### config.mk
export PLATFORM = sky130hd
export DESIGN_NAME = window_scheduler
export DESIGN_NICKNAME = d
export VERILOG_FILES = /design/src/rtl/window_scheduler.sv
export SDC_FILE = /design/constraint.sdc
export NUM_CORES = 1
export LEC_CHECK = 0
export BUFFER_PORTS_ARGS = -buffer_cell sky130_fd_sc_hd__buf_2
export CORE_ASPECT_RATIO = 1.4
export CORE_MARGIN = 10
export CORE_UTILIZATION = 48
export CTS_BUF_LIST = sky130_fd_sc_hd__clkbuf_8
export CTS_CLUSTER_DIAMETER = 100
export DETAILED_ROUTE_END_ITERATION = 6
export HOLD_SLACK_MARGIN = 0.1
export PLACE_DENSITY_LB_ADDON = 0.15
export SETUP_SLACK_MARGIN = 0.1
export SYNTH_ARGS = -nofsm -noshare
export SYNTH_HDL_FRONTEND = slang
export SYNTH_SLANG_ARGS = --single-unit
export TNS_END_PERCENT = 20
### constraint.sdc
create_clock -name clk -period 7.8 [get_ports clk]
set_clock_uncertainty 0.05 [all_clocks]
set_input_delay 0.78 -clock clk [delete_from_list [all_inputs] [get_ports clk]]
set_output_delay 0.78 -clock clk [all_outputs]
set_load 0.01 [all_outputs]
### src/rtl/window_scheduler.sv
// Window sequencer: walks a 4x4 window over a 4-bank row-interleaved feature map and drives sliding_window.
// Optional statistics counters are compiled in with `define WINDOW_SCHED_STATS_EN.
module window_scheduler #(
    parameter int ADDR_W   = 16,
    parameter int DIM_W    = 8,
    parameter int RD_LAT   = 2,
    parameter int V_STRIDE = 1
) (
    input  logic              clk,
    input  logic              reset_n,
    input  logic              start,
    input  logic              abort,
    input  logic [ADDR_W-1:0] cfg_base_addr,
    input  logic [DIM_W-1:0]  cfg_img_h,
    input  logic [DIM_W-1:0]  cfg_img_w_words,
    input  logic              ds_ready,
    input  logic              sw_valid_a3,
    output logic              rd_en,
    output logic [ADDR_W-1:0] rd_addr0,
    output logic [ADDR_W-1:0] rd_addr1,
    output logic [ADDR_W-1:0] rd_addr2,
    output logic [ADDR_W-1:0] rd_addr3,
    output logic              sw_start,
    output logic [DIM_W-1:0]  win_row,
    output logic [DIM_W-1:0]  win_col,
    output logic              busy,
    output logic              done,
    output logic              cfg_err
`ifdef WINDOW_SCHED_STATS_EN
    ,
    output logic [31:0]       stat_windows,
    output logic [31:0]       stat_stall
`endif
);

    localparam int LAT_W  = (RD_LAT < 2) ? 1 : $clog2(RD_LAT + 1);
    localparam int PROD_W = 2 * DIM_W + 2;

    typedef enum logic [2:0] {
        ST_IDLE, ST_READ, ST_WAIT_RD, ST_LAUNCH, ST_WAIT_SW, ST_DRAIN, ST_ADVANCE, ST_FIN
    } state_t;

    state_t              state_r;
    logic [ADDR_W-1:0]   base_r;
    logic [DIM_W-1:0]    img_h_r;
    logic [DIM_W-1:0]    img_w_r;
    logic [DIM_W-1:0]    win_row_r;
    logic [DIM_W-1:0]    win_col_r;
    logic [LAT_W-1:0]    lat_cnt_r;
    logic                abort_pend_r;
    logic                rd_en_r;
    logic                sw_start_r;
    logic                busy_r;
    logic                done_r;
    logic                cfg_err_r;
    logic [ADDR_W-1:0]   rd_addr_r [4];

    logic                cfg_bad_s;
    logic [DIM_W:0]      col_next_s;
    logic [DIM_W:0]      row_next_s;
    logic [DIM_W+1:0]    row_end_s;
    logic                col_wrap_s;
    logic                last_win_s;
    logic [DIM_W:0]      row_k_s  [4];
    logic [PROD_W-1:0]   prod_k_s [4];
    logic [ADDR_W-1:0]   addr_s   [4];

`ifdef WINDOW_SCHED_STATS_EN
    logic [31:0]         stat_windows_r;
    logic [31:0]         stat_stall_r;

    function automatic logic [31:0] sat_inc32(input logic [31:0] v);
        if (v == 32'hFFFF_FFFF) begin
            return v;
        end else begin
            return v + 32'd1;
        end
    endfunction
`endif

    // Config check, raster-advance decision and per-bank address arithmetic
    always_comb begin
        cfg_bad_s  = (cfg_img_h < DIM_W'(4)) || (cfg_img_w_words == {DIM_W{1'b0}});
        col_next_s = {1'b0, win_col_r} + (DIM_W+1)'(1);
        col_wrap_s = (col_next_s >= {1'b0, img_w_r});
        row_next_s = {1'b0, win_row_r} + (DIM_W+1)'(V_STRIDE);
        row_end_s  = {1'b0, row_next_s} + (DIM_W+2)'(4);
        last_win_s = col_wrap_s && (row_end_s > {2'b00, img_h_r});
        for (int k = 0; k < 4; k++) begin
            row_k_s[k]  = {1'b0, win_row_r} + (DIM_W+1)'(k);
            prod_k_s[k] = PROD_W'(row_k_s[k]) * PROD_W'(img_w_r);
            addr_s[k]   = base_r + ADDR_W'(prod_k_s[k]) + ADDR_W'(win_col_r);
        end
    end

    // Main sequencer with registered strobes, counters and addresses
    always_ff @(posedge clk or negedge reset_n) begin
        if (!reset_n) begin
            state_r      <= ST_IDLE;
            base_r       <= {ADDR_W{1'b0}};
            img_h_r      <= {DIM_W{1'b0}};
            img_w_r      <= {DIM_W{1'b0}};
            win_row_r    <= {DIM_W{1'b0}};
            win_col_r    <= {DIM_W{1'b0}};
            lat_cnt_r    <= {LAT_W{1'b0}};
            abort_pend_r <= 1'b0;
            rd_en_r      <= 1'b0;
            sw_start_r   <= 1'b0;
            busy_r       <= 1'b0;
            done_r       <= 1'b0;
            cfg_err_r    <= 1'b0;
            for (int k = 0; k < 4; k++) rd_addr_r[k] <= {ADDR_W{1'b0}};
`ifdef WINDOW_SCHED_STATS_EN
            stat_windows_r <= 32'd0;
            stat_stall_r   <= 32'd0;
`endif
        end else begin
            rd_en_r    <= 1'b0;
            sw_start_r <= 1'b0;
            done_r     <= 1'b0;
            for (int k = 0; k < 4; k++) rd_addr_r[k] <= addr_s[k];
            case (state_r)
                ST_IDLE: begin
                    if (start) begin
                        cfg_err_r    <= cfg_bad_s;
                        abort_pend_r <= 1'b0;
                        if (cfg_bad_s) begin
                            state_r <= ST_FIN;
                            done_r  <= 1'b1;
                        end else begin
                            base_r    <= cfg_base_addr;
                            img_h_r   <= cfg_img_h;
                            img_w_r   <= cfg_img_w_words;
                            win_row_r <= {DIM_W{1'b0}};
                            win_col_r <= {DIM_W{1'b0}};
                            busy_r    <= 1'b1;
                            state_r   <= ST_READ;
`ifdef WINDOW_SCHED_STATS_EN
                            stat_windows_r <= 32'd0;
                            stat_stall_r   <= 32'd0;
`endif
                        end
                    end
                end
                ST_READ: begin
`ifdef WINDOW_SCHED_STATS_EN
                    if (!ds_ready) stat_stall_r <= sat_inc32(stat_stall_r);
`endif
                    if (abort) begin
                        state_r <= ST_FIN;
                        done_r  <= 1'b1;
                        busy_r  <= 1'b0;
                    end else if (ds_ready) begin
                        rd_en_r   <= 1'b1;
                        lat_cnt_r <= {LAT_W{1'b0}};
                        state_r   <= ST_WAIT_RD;
                    end
                end
                ST_WAIT_RD: begin
                    if (abort) begin
                        state_r <= ST_FIN;
                        done_r  <= 1'b1;
                        busy_r  <= 1'b0;
                    end else if (lat_cnt_r == LAT_W'(RD_LAT - 1)) begin
                        sw_start_r <= 1'b1;
                        state_r    <= ST_LAUNCH;
`ifdef WINDOW_SCHED_STATS_EN
                        stat_windows_r <= sat_inc32(stat_windows_r);
`endif
                    end else begin
                        lat_cnt_r <= lat_cnt_r + LAT_W'(1);
                    end
                end
                ST_LAUNCH: begin
                    if (abort) abort_pend_r <= 1'b1;
                    state_r <= ST_WAIT_SW;
                end
                ST_WAIT_SW: begin
                    if (abort) abort_pend_r <= 1'b1;
                    if (sw_valid_a3) state_r <= ST_DRAIN;
                end
                // sliding_window clears its last row this cycle, so no new start may go out yet
                ST_DRAIN: begin
                    if (abort || abort_pend_r) begin
                        state_r <= ST_FIN;
                        done_r  <= 1'b1;
                        busy_r  <= 1'b0;
                    end else begin
                        state_r <= ST_ADVANCE;
                    end
                end
                ST_ADVANCE: begin
                    if (abort || last_win_s) begin
                        state_r <= ST_FIN;
                        done_r  <= 1'b1;
                        busy_r  <= 1'b0;
                    end else begin
                        state_r <= ST_READ;
                    end
                    if (!abort) begin
                        if (col_wrap_s) begin
                            win_col_r <= {DIM_W{1'b0}};
                            win_row_r <= row_next_s[DIM_W-1:0];
                        end else begin
                            win_col_r <= col_next_s[DIM_W-1:0];
                        end
                    end
                end
                ST_FIN: begin
                    busy_r  <= 1'b0;
                    state_r <= ST_IDLE;
                end
                default: begin
                    busy_r  <= 1'b0;
                    state_r <= ST_IDLE;
                end
            endcase
        end
    end

    assign rd_en    = rd_en_r;
    assign rd_addr0 = rd_addr_r[0];
    assign rd_addr1 = rd_addr_r[1];
    assign rd_addr2 = rd_addr_r[2];
    assign rd_addr3 = rd_addr_r[3];
    assign sw_start = sw_start_r;
    assign win_row  = win_row_r;
    assign win_col  = win_col_r;
    assign busy     = busy_r;
    assign done     = done_r;
    assign cfg_err  = cfg_err_r;
`ifdef WINDOW_SCHED_STATS_EN
    assign stat_windows = stat_windows_r;
    assign stat_stall   = stat_stall_r;
`endif

endmodule

## After elaboration in Yosys (flattened, before gate mapping)

Cells that the tools add are included.

| storage, ports and cells | value |
|---|---|
| word-level logic and storage cells | 126 |
| flip-flop bits (word level) | 123 |
| output and inout port bits | 85 |
| input port bits | 38 |

| cells by class | value |
|---|---|
| multipliers | 4 |
| reduce and logical (&&, ||, !) cells | 20 |
| equal/unequal tests | 23 |
| bitwise logic cells | 1 |
| $lt $le $gt $ge | 3 |
| mux-type cells | 44 |
| add/sub/neg operators | 14 |

Operators with widths:

| operator | count |
|---|---|
| $add A16 B16 Y16 | 4 |
| $add A16 B8 Y16 | 4 |
| $mul A9 B8 Y16 | 3 |
| $mux W8 | 6 |
| $pmux W8 S2 | 2 |
| $mux W3 | 8 |
| $pmux W3 S8 | 1 |
| $ne A2 B2 Y1 const B | 11 |
| $mux W1 | 19 |
| $add A8 B1 Y9 const B | 2 |
| $add A8 B2 Y9 const B | 2 |
| $mul A8 B8 Y16 | 1 |
| $eq A3 B3 Y1 const B | 4 |
| $add A9 B3 Y10 const B | 1 |
| $gt A10 B8 Y1 | 1 |
| $reduce_and A5 Y1 | 2 |
| $ge A9 B8 Y1 | 1 |
| $logic_not A8 Y1 | 1 |
| $lt A8 B3 Y1 const B | 1 |
| $mux W2 | 4 |
| $reduce_and A4 Y1 | 2 |
| $eq A3 B2 Y1 const B | 2 |
| $ne A3 B3 Y1 const B | 2 |
| $reduce_and A3 Y1 | 2 |
| 17 further kinds | 23 |

## Logic depth before layout (Yosys ltp)

Gate-level depths: netlist of run 1.

| logic depth | value |
|---|---|
| depth after elaboration | 7 |
| gate-level depth with buffers | 25 |
| mapped depth without buffers | 24 |

## Worst setup path before layout of run 1

OpenSTA, ideal clock, no wires.

| path | value |
|---|---|
| path kind | reg-to-reg |
| start point | register win_row_r[0], in the netlist win_row[0] |
| end point | register rd_addr_r, in the netlist rd_addr3[14] |
| arrival time | 6.118 ns |
| buffers on the path | 1 |
| path slack | 1.509 ns |
| cell stages (with the launch flop) | 22 |
| period minus slack after synthesis | 6.291 ns |
| setup time | 0.122 ns |
| cell sequence | dfrtp_1 > clkbuf_1 > clkinv_1 > ha_1 > nand2b_1 > xnor2_1 > and2_1 > fa_1 > fa_1 > inv_1 > fa_1 > fa_1 > inv_1 > fa_1 > ha_1 > or3_4 > a221oi_2 > o21ai_1 > and2_1 > o21a_1 > o41a_1 > xor2_1 |

RTL lines:

| item | RTL line | RTL |
|---|---|---|
| start, declared | 47 | `logic [DIM_W-1:0] win_row_r;` |
| start signal, assigned | 103 | `win_row_r <= {DIM_W{1'b0}};` |
| start signal, assigned | 134 | `win_row_r <= {DIM_W{1'b0}};` |
| start signal, assigned | 203 | `win_row_r <= row_next_s[DIM_W-1:0];` |
| end, declared | 56 | `logic [ADDR_W-1:0] rd_addr_r [4];` |

==> run_results.csv, run 1 <==
group,metric,value,unit
critical_path,worst-setup-path-type,"flop to flop",
clock_network,cts_tree,"done",
global_route,grt_pass1_wl,68200,um
sta,max_clock_freq,0.150,GHz
detailed_routing,ant_nets,0,
pwr,seqPwrFrac,14.8,%
place,place.gp.congestion,0.895,
die,die_area,41600,um2
yosys,synth_area_per_cell,9.46,um2
finish,n_antenna_cell,0,
yosys,synth_largest_area_cell,"fa_1",
sta,tightest_slew,1.17,ns
sta,finalHoldViolCount,0,
detailed_routing,drtIter0Drc,620,
detailed_routing,drcViolationCount,0,
critical_path,crit_arrival,7.03,ns
yosys,synthCells,1712,
finish,final_nets,2289,
sta,fin_tns_setup,0,ns
finish,fillers,3148,
die,die_h,237,um
critical_path,crit_path_end,"rd_addr3[14]",
die,initial_core_util,48.6,%
pwr,p_sw_share,51.8,%
yosys,syn_area,16200,um2
hold_path,hp-class,"input port to async pin",
pwr,pwr-share-comb,77.5,%
clock_network,cts_buffer_depth,2,
critical_path,crit_start,"win_row[2]",
detailed_routing,wl_per_cell,18.2,um
yosys,ys_warn_count,0,
clock_network,numCtsBuffers,17,
clock_network,cts_resized,0,
clock_network,clk-insertion-delay-late,0.50,ns
finish,syn_to_final_growth,9.21,%
clock_network,htree_levels,4,
detailed_routing,drt-total-wl,41400,um
critical_path,reg2reg_slack,1.12,ns
clock_network,ctsRootBufferMaster,"clkbuf_8",
run,max_cap_violations,0,
yosys,ys_seq_area_share,18.7,%
clock_network,hold_buffers,0,
clock_network,clock-sinks,121,
clock_network,postCtsSetupRepairBufs,0,
yosys,ys.flop_type,"dfrtp_1",
pwr,internal-power,4.10,mW
place,dp.cells,2238,
clock_network,clkSlewWorstSetupHoldPaths,0.09,ns
sta,report.final.slew_viol_count,0,
critical_path,rr_worst_depth,21,
detailed_routing,first_pass_iters,5,
critical_path,r2r-end,"rd_addr3[14]",
sta,maxSlewHeadroom,21.8,%
critical_path,start_kind,"flop",
critical_path,end_kind,"flop",
pwr,p_sw,4.42,mW
die,die_w,175,um
pwr,powerDensity,482,nW/um2
die,num_rows,79,
yosys,synth_fp_nets,2189,
finish,postLayoutCoreUtil,53.1,%
sta,period_share,85.6,%
global_route,antenna_found_initial,0,
yosys,synth_area_leaders,"fa_1 29%, dfrtp_1 19%, ha_1 16%, inv_1 7.3%, nand2_1 4.6%",
die,ios,123,
global_route,grt_pass1_vias,12694,
die,coreArea,33300,um2
pwr,power.share.clock,7.7,%
detailed_routing,vias,11838,
sta,holdWs,0.193,ns
place,numPortBuffers,122,
sta,grt_setup_unrepaired,"false",
place,hpwl,32700,um
detailed_routing,viasPerCell,5.21,
pwr,leakagePower,9.69,nW
yosys,synth-async-reset-ratio,100,%
yosys,synthDistinctLibCells,72,
critical_path,path_max_fanout,15,
yosys,ys_ff_latch,121,
pwr,vdd_drop_max,496,uV
global_route,grt_start_max_net_pins,68,
finish,final_cells,2270,
sta,final-setup-viol-count,0,
global_route,grt_usage,20.9,%
critical_path,r2r-start,"win_row[2]",
yosys,synth.top_cell.area_share,29.4,%
yosys,synth-edff-count,0,
critical_path,required,8.15,ns
global_route,grt_overflow,0,
finish,drive_gt1_share,10.7,%
sta,fin_crit,6.68,ns
status,outcome,"finished, final reports clean",
[synth_stat cells (3+ instances only)]
| library cell | number |
|---|---|
| xnor2_1 | 68 |
| o21ai_1 | 5 |
| nor2_1 | 116 |
| nand2_1 | 198 |
| clkbuf_1 | 47 |
| a21o_1 | 28 |
| nand3_1 | 18 |
| o21ai_0 | 45 |
| nand2b_1 | 16 |
| o21bai_1 | 4 |
| ha_1 | 201 |
| inv_1 | 314 |
| a22oi_1 | 3 |
| o211ai_1 | 3 |
| and2_1 | 65 |
| nor4_1 | 4 |
| dfrtp_1 | 121 |
| buf_2 | 7 |
| a211oi_1 | 4 |
| a211o_1 | 4 |
| nand4_1 | 6 |
| o31ai_1 | 5 |
| nor3_1 | 10 |
| xor2_1 | 30 |
| and3_1 | 20 |
| fa_1 | 238 |
| o21a_1 | 7 |
| or3_1 | 3 |
| a31o_2 | 3 |
| nor3b_1 | 4 |
| a21oi_1 | 46 |
| a22o_1 | 10 |
| buf_4 | 5 |
| nor2b_1 | 6 |
[flip-flops by register name, summed over array words and instances, names as in the netlist, 2 cells and up]
| signal | count |
|---|---|
| win_row | 8 |
| win_col | 8 |
| state_r | 3 |
| rd_addr0 | 15 |
| lat_cnt_r | 2 |
| base_r | 16 |
| img_w_r | 8 |
| rd_addr3 | 16 |
| img_h_r | 8 |
| rd_addr1 | 15 |
| rd_addr2 | 16 |
[worst max-delay path, cell delays in order, from the launching register on]
cell      delay, ns
dfrtp_1        0.73
ha_1           0.42
a21oi_1        0.13
nor2_1         0.16
xor2_1         0.50
nand2_1        0.15
fa_1           0.55
inv_1          0.05
fa_1           0.47
fa_1           0.50
fa_1           0.49
inv_1          0.05
fa_1           0.47
inv_1          0.04
ha_1           0.20
or3_4          0.38
a221oi_2       0.22
o21ai_1        0.12
and2_1         0.23
o21a_1         0.20
o41a_1         0.32
xor2_1         0.15
[power groups by stage]
stage | Sequential, mW | Clock (mW) | Combinational, mW
2_1_floorplan | 1.23 | 0 | 4.91
3_3_place_gp | 1.27 | 0 | 6.52
3_5_place_dp | 1.27 | 0 | 6.61
4_1_cts | 1.26 | 0.679 | 6.68
5_1_grt | 1.29 | 0.701 | 7.61
6_report | 1.26 | 0.657 | 6.61
[layer usage]
metal,up-vias,global-route usage [%],routed length [um]
met5,-,0,0
met4,0,8.42,1390
met3,70,3.54,1870
met2,277,36.8,21500
met1,5923,24.7,16600
li1,5568,-,-
[cell type report]
cell class | count | area, um2 | share of cell area [%]
Inverter | 317 | 1190 | 6.73
Timing Repair Buffer | 142 | 767 | 4.33
Clock inverter | 15 | 198 | 1.12
Multi-Input combinational cell | 1213 | 11700 | 66.2
Sequential cell | 121 | 3030 | 17.1
Clock buffer | 17 | 234 | 1.32
Tap cell | 445 | 557 | 3.15
[logic make-up (layout without fill, tap and decap cells)]
logic type      Yosys count  count (layout)  share of synthesized area (%)
compound gates          195             195                           8.17
xor+xnor                100             100                           5.57
fa+ha+maj               439             439                           44.9
buf+inv                 378             491                           8.97
flops                   121             121                           18.7
mux                       2               2                          0.131
simple gates            477             477                           13.5
[worst min-delay path by stage]
stage / start / to / slack (ns)
final: reset_n / base_r[5] / 0.19
after global routing: reset_n / base_r[5] / 0.22
after CTS: reset_n / base_r[5] / 0.19
after detailed placement: busy / busy / 0.42
after global placement: busy / busy / 0.41
after floorplan: lat_cnt_r[1] / lat_cnt_r[1] / 0.40
[per-stage QoR]
stage / total power [mW] / setup slack, ns / cell area, um2
after CTS: 8.62 / 1.15 / 17700
after floorplan: 6.15 / 1.51 / 16200
after global routing: 9.60 / 0.704 / 17700
after detailed placement: 7.88 / 1.15 / 17300
after global placement: 7.79 / 1.32 / 17300
final: 8.52 / 1.12 / 17700
[placed cells by master, fill, tap and decap left out, drive strengths merged, types with 18 or more instances in the layout]
cell   netlist  layout
nand2      199     199
a21o        28      28
nand3       18      18
xor2        31      31
ha         201     201
a21oi       47      47
buf         14     142
and3        21      21
inv        315     319
o21ai       51      51
fa         238     238
xnor2       69      69
dfrtp      121     121
and2        65      65
nor2       116     116
No activity file was read; power rests on OpenSTA's default activity.
==> inputs of run 2 (changes only) <==
--- a/config.mk
+++ b/config.mk
@@ -16,3 +16,5 @@
 export PLACE_DENSITY_LB_ADDON = 0.15
+export RECOVER_POWER = 100
 export SETUP_SLACK_MARGIN = 0.1
+export SKIP_CTS_REPAIR_TIMING = 1
 export SYNTH_ARGS = -nofsm -noshare
==> constraint.sdc (replaced) <==
create_clock -name clk -period 7.8 [get_ports clk]
set_clock_uncertainty 0.05 [all_clocks]
set_input_delay 0.39 -clock clk [delete_from_list [all_inputs] [get_ports clk]]
set_output_delay 0.39 -clock clk [all_outputs]
set_load 0.01 [all_outputs]
==> run 2 against run 1 <==
Effect of this change:
- die area unchanged
- first-iteration DRC count rose by 2.7%
- worst setup slack lost 0.32 ns
- wire length rose by 1.5%
- power fell by 0.99%
- combinational power shrank 1%
- clock power hardly changed
- via count rose by 1.3%
- the flow now finishes with violations (max-capacitance violations, max-slew violations)
- critical endpoint is now rd_addr1[14]
==> run_results.csv, run 2 (synthesis results as in run 1) <==
group,metric,value,unit
finish,seqCellArea,3030,um2
die,die_area,41600,um2
critical_path,crit_path_cell_trace,"clkbuf_1 -> ha_1 -> nand2_2 -> xnor2_4 -> nand2_1 -> fa_1 -> inv_1 -> fa_1 -> inv_1 -> fa_1 -> inv_1 -> fa_1 -> inv_1 -> fa_1 -> inv_1 -> ha_1 -> or3_1 -> a221oi_2 -> o21ai_0 -> a21oi_1 -> nor2b_1 -> o41ai_1 -> xnor2_1",
detailed_routing,ant_nets,0,
global_route,antenna_found_initial,1,
finish,multi_input_area,11700,um2
detailed_routing,drt-total-wl,42000,um
finish,final_common_cell,"inv_1",
critical_path,worst-setup-path-type,"flop to flop",
pwr,leakagePower,9.51,nW
finish,final_nets,2317,
clock_network,clock-sinks,121,
place,numPortBuffers,122,
place,dp.cells,2238,
detailed_routing,drtIter0Drc,637,
sta,max_clock_freq,0.143,GHz
global_route,grt_overflow,0,
die,die_w,175,um
status,failed_checks,"max-capacitance violations, max-slew violations",
die,ios,123,
critical_path,crit_arrival,7.38,ns
finish,final_cells,2299,
critical_path,start_kind,"flop",
critical_path,crit_family,"adder cells",
sta,fin_crit,7.00,ns
global_route,grt_start_max_net_pins,68,
sta,grt_setup_unrepaired,"false",
global_route,grt_pass1_vias,12694,
critical_path,crit_cells,23,
hold_path,hp-class,"input port to flop",
hold_path,holdPathStages,3,
pwr,powerDensity,474,nW/um2
sta,report.final.slew_viol_count,173,
die,coreArea,33300,um2
die,die_h,237,um
clock_network,cts_buffer_depth,2,
clock_network,htree_levels,4,
place,place.gp.congestion,0.895,
critical_path,path_buf_inv,6,
status,outcome,"finished with violations",
sta,maxSlewHeadroom,-128,%
detailed_routing,first_pass_iters,5,
finish,most-common-layout-cells,"315 x inv_1, 238 x fa_1, 201 x ha_1, 198 x nand2_1, 121 x dfrtp_1",
finish,syn_to_final_growth,9.92,%
run,max_cap_violations,3,
finish,drive_gt1_share,5.50,%
critical_path,required,8.18,ns
sta,tightest_slew,3.42,ns
detailed_routing,wl_per_cell,18.3,um
global_route,grt_pass1_wl,68200,um
clock_network,clk-insertion-delay-late,0.50,ns
clock_network,ctsRootBufferMaster,"clkbuf_8",
sta,final-setup-viol-count,0,
sta,finalHoldViolCount,0,
critical_path,end_kind,"flop",
clock_network,cts_tree,"done",
finish,fillers,3179,
place,hpwl,32700,um
sta,period_share,89.8,%
die,initial_core_util,48.6,%
detailed_routing,viasPerCell,5.22,
sta,fin_tns_setup,0,ns
clock_network,clkSlewWorstSetupHoldPaths,0.08,ns
pwr,vdd_drop_max,462,uV
detailed_routing,drcViolationCount,0,
clock_network,numCtsBuffers,17,
global_route,grt_usage,20.9,%
critical_path,rr_worst_depth,23,
critical_path,cpPeakStageDelay,0.73,ns
detailed_routing,vias,11990,
critical_path,path_max_fanout,15,
die,num_rows,79,
critical_path,cp_slowest_cell,"clkbuf_1",
## run 2: cell count changes in the layout (fill, tap and decap cells not counted), sizes merged
cell	previous run	this run
dlygate4sd3	0	28
clkbuf	17	105
diode	0	1
buf	142	54
## run 2: tightest hold or removal path, delay by kind of cell
family / cells / cell delay, ns
compound gates: 1 / 0.06
buf+inv: 1 / 0.09
simple gates: 1 / 0.05
## run 2: final timing paths
kind	to	slack, ns	startpoint
hold / removal	img_w_r[2]	0.09	cfg_img_w_words[2]
max in group asynchronous	img_w_r[3]	3.14	reset_n
setup reg to reg	rd_addr1[14]	0.80	win_row[0]
hold reg to reg	busy	0.44	busy
setup / recovery	rd_addr1[14]	0.80	win_row[0]
min in group asynchronous	base_r[5]	1.53	reset_n
## run 2: through the flow
step                      worst slack [ns]  hold slack (ns)  power [mW]  utilization [%]  area, um2
final                                0.799           0.0862        8.44             53.5      17800
after global routing                 0.358           0.0992        9.50             53.5      17800
after CTS                             1.15           -0.201        8.62             53.1      17700
after detailed placement              1.15            0.369        7.88             51.8      17300
after global placement                1.32            0.361        7.79             51.8      17300
after floorplan                       1.51           0.0444        6.15                -      16200
## run 2: power by group
group | total, mW | internal [mW] | leakage, nW | switching (mW)
sequential | 1.27 | 0.997 | 1.49 | 0.271
clock | 0.657 | 0.348 | 0.218 | 0.308
combinational | 6.52 | 2.68 | 7.80 | 3.84
total | 8.44 | 4.02 | 9.51 | 4.42
## run 2: layer usage
| metal | global-route usage (%) | part of all wire [%] | vias to the layer above |
|---|---|---|---|
| met4 | 8.42 | 3.6 | 0 |
| met5 | 0 | 0 | - |
| met1 | 24.7 | 40 | 6008 |
| li1 | - | - | 5626 |
| met3 | 3.54 | 4.5 | 74 |
| met2 | 36.8 | 52 | 282 |
## run 2: area by class of cell
type / count / share of cell area [%]
multi-input combinational: 1213 / 65.6
inverter: 317 / 6.68
sequential: 121 / 17.0
tap: 445 / 3.13
clock inverter: 15 / 1.11
clock buffer: 17 / 1.31
timing repair buffer: 170 / 5.15
antenna: 1 / 0.0141
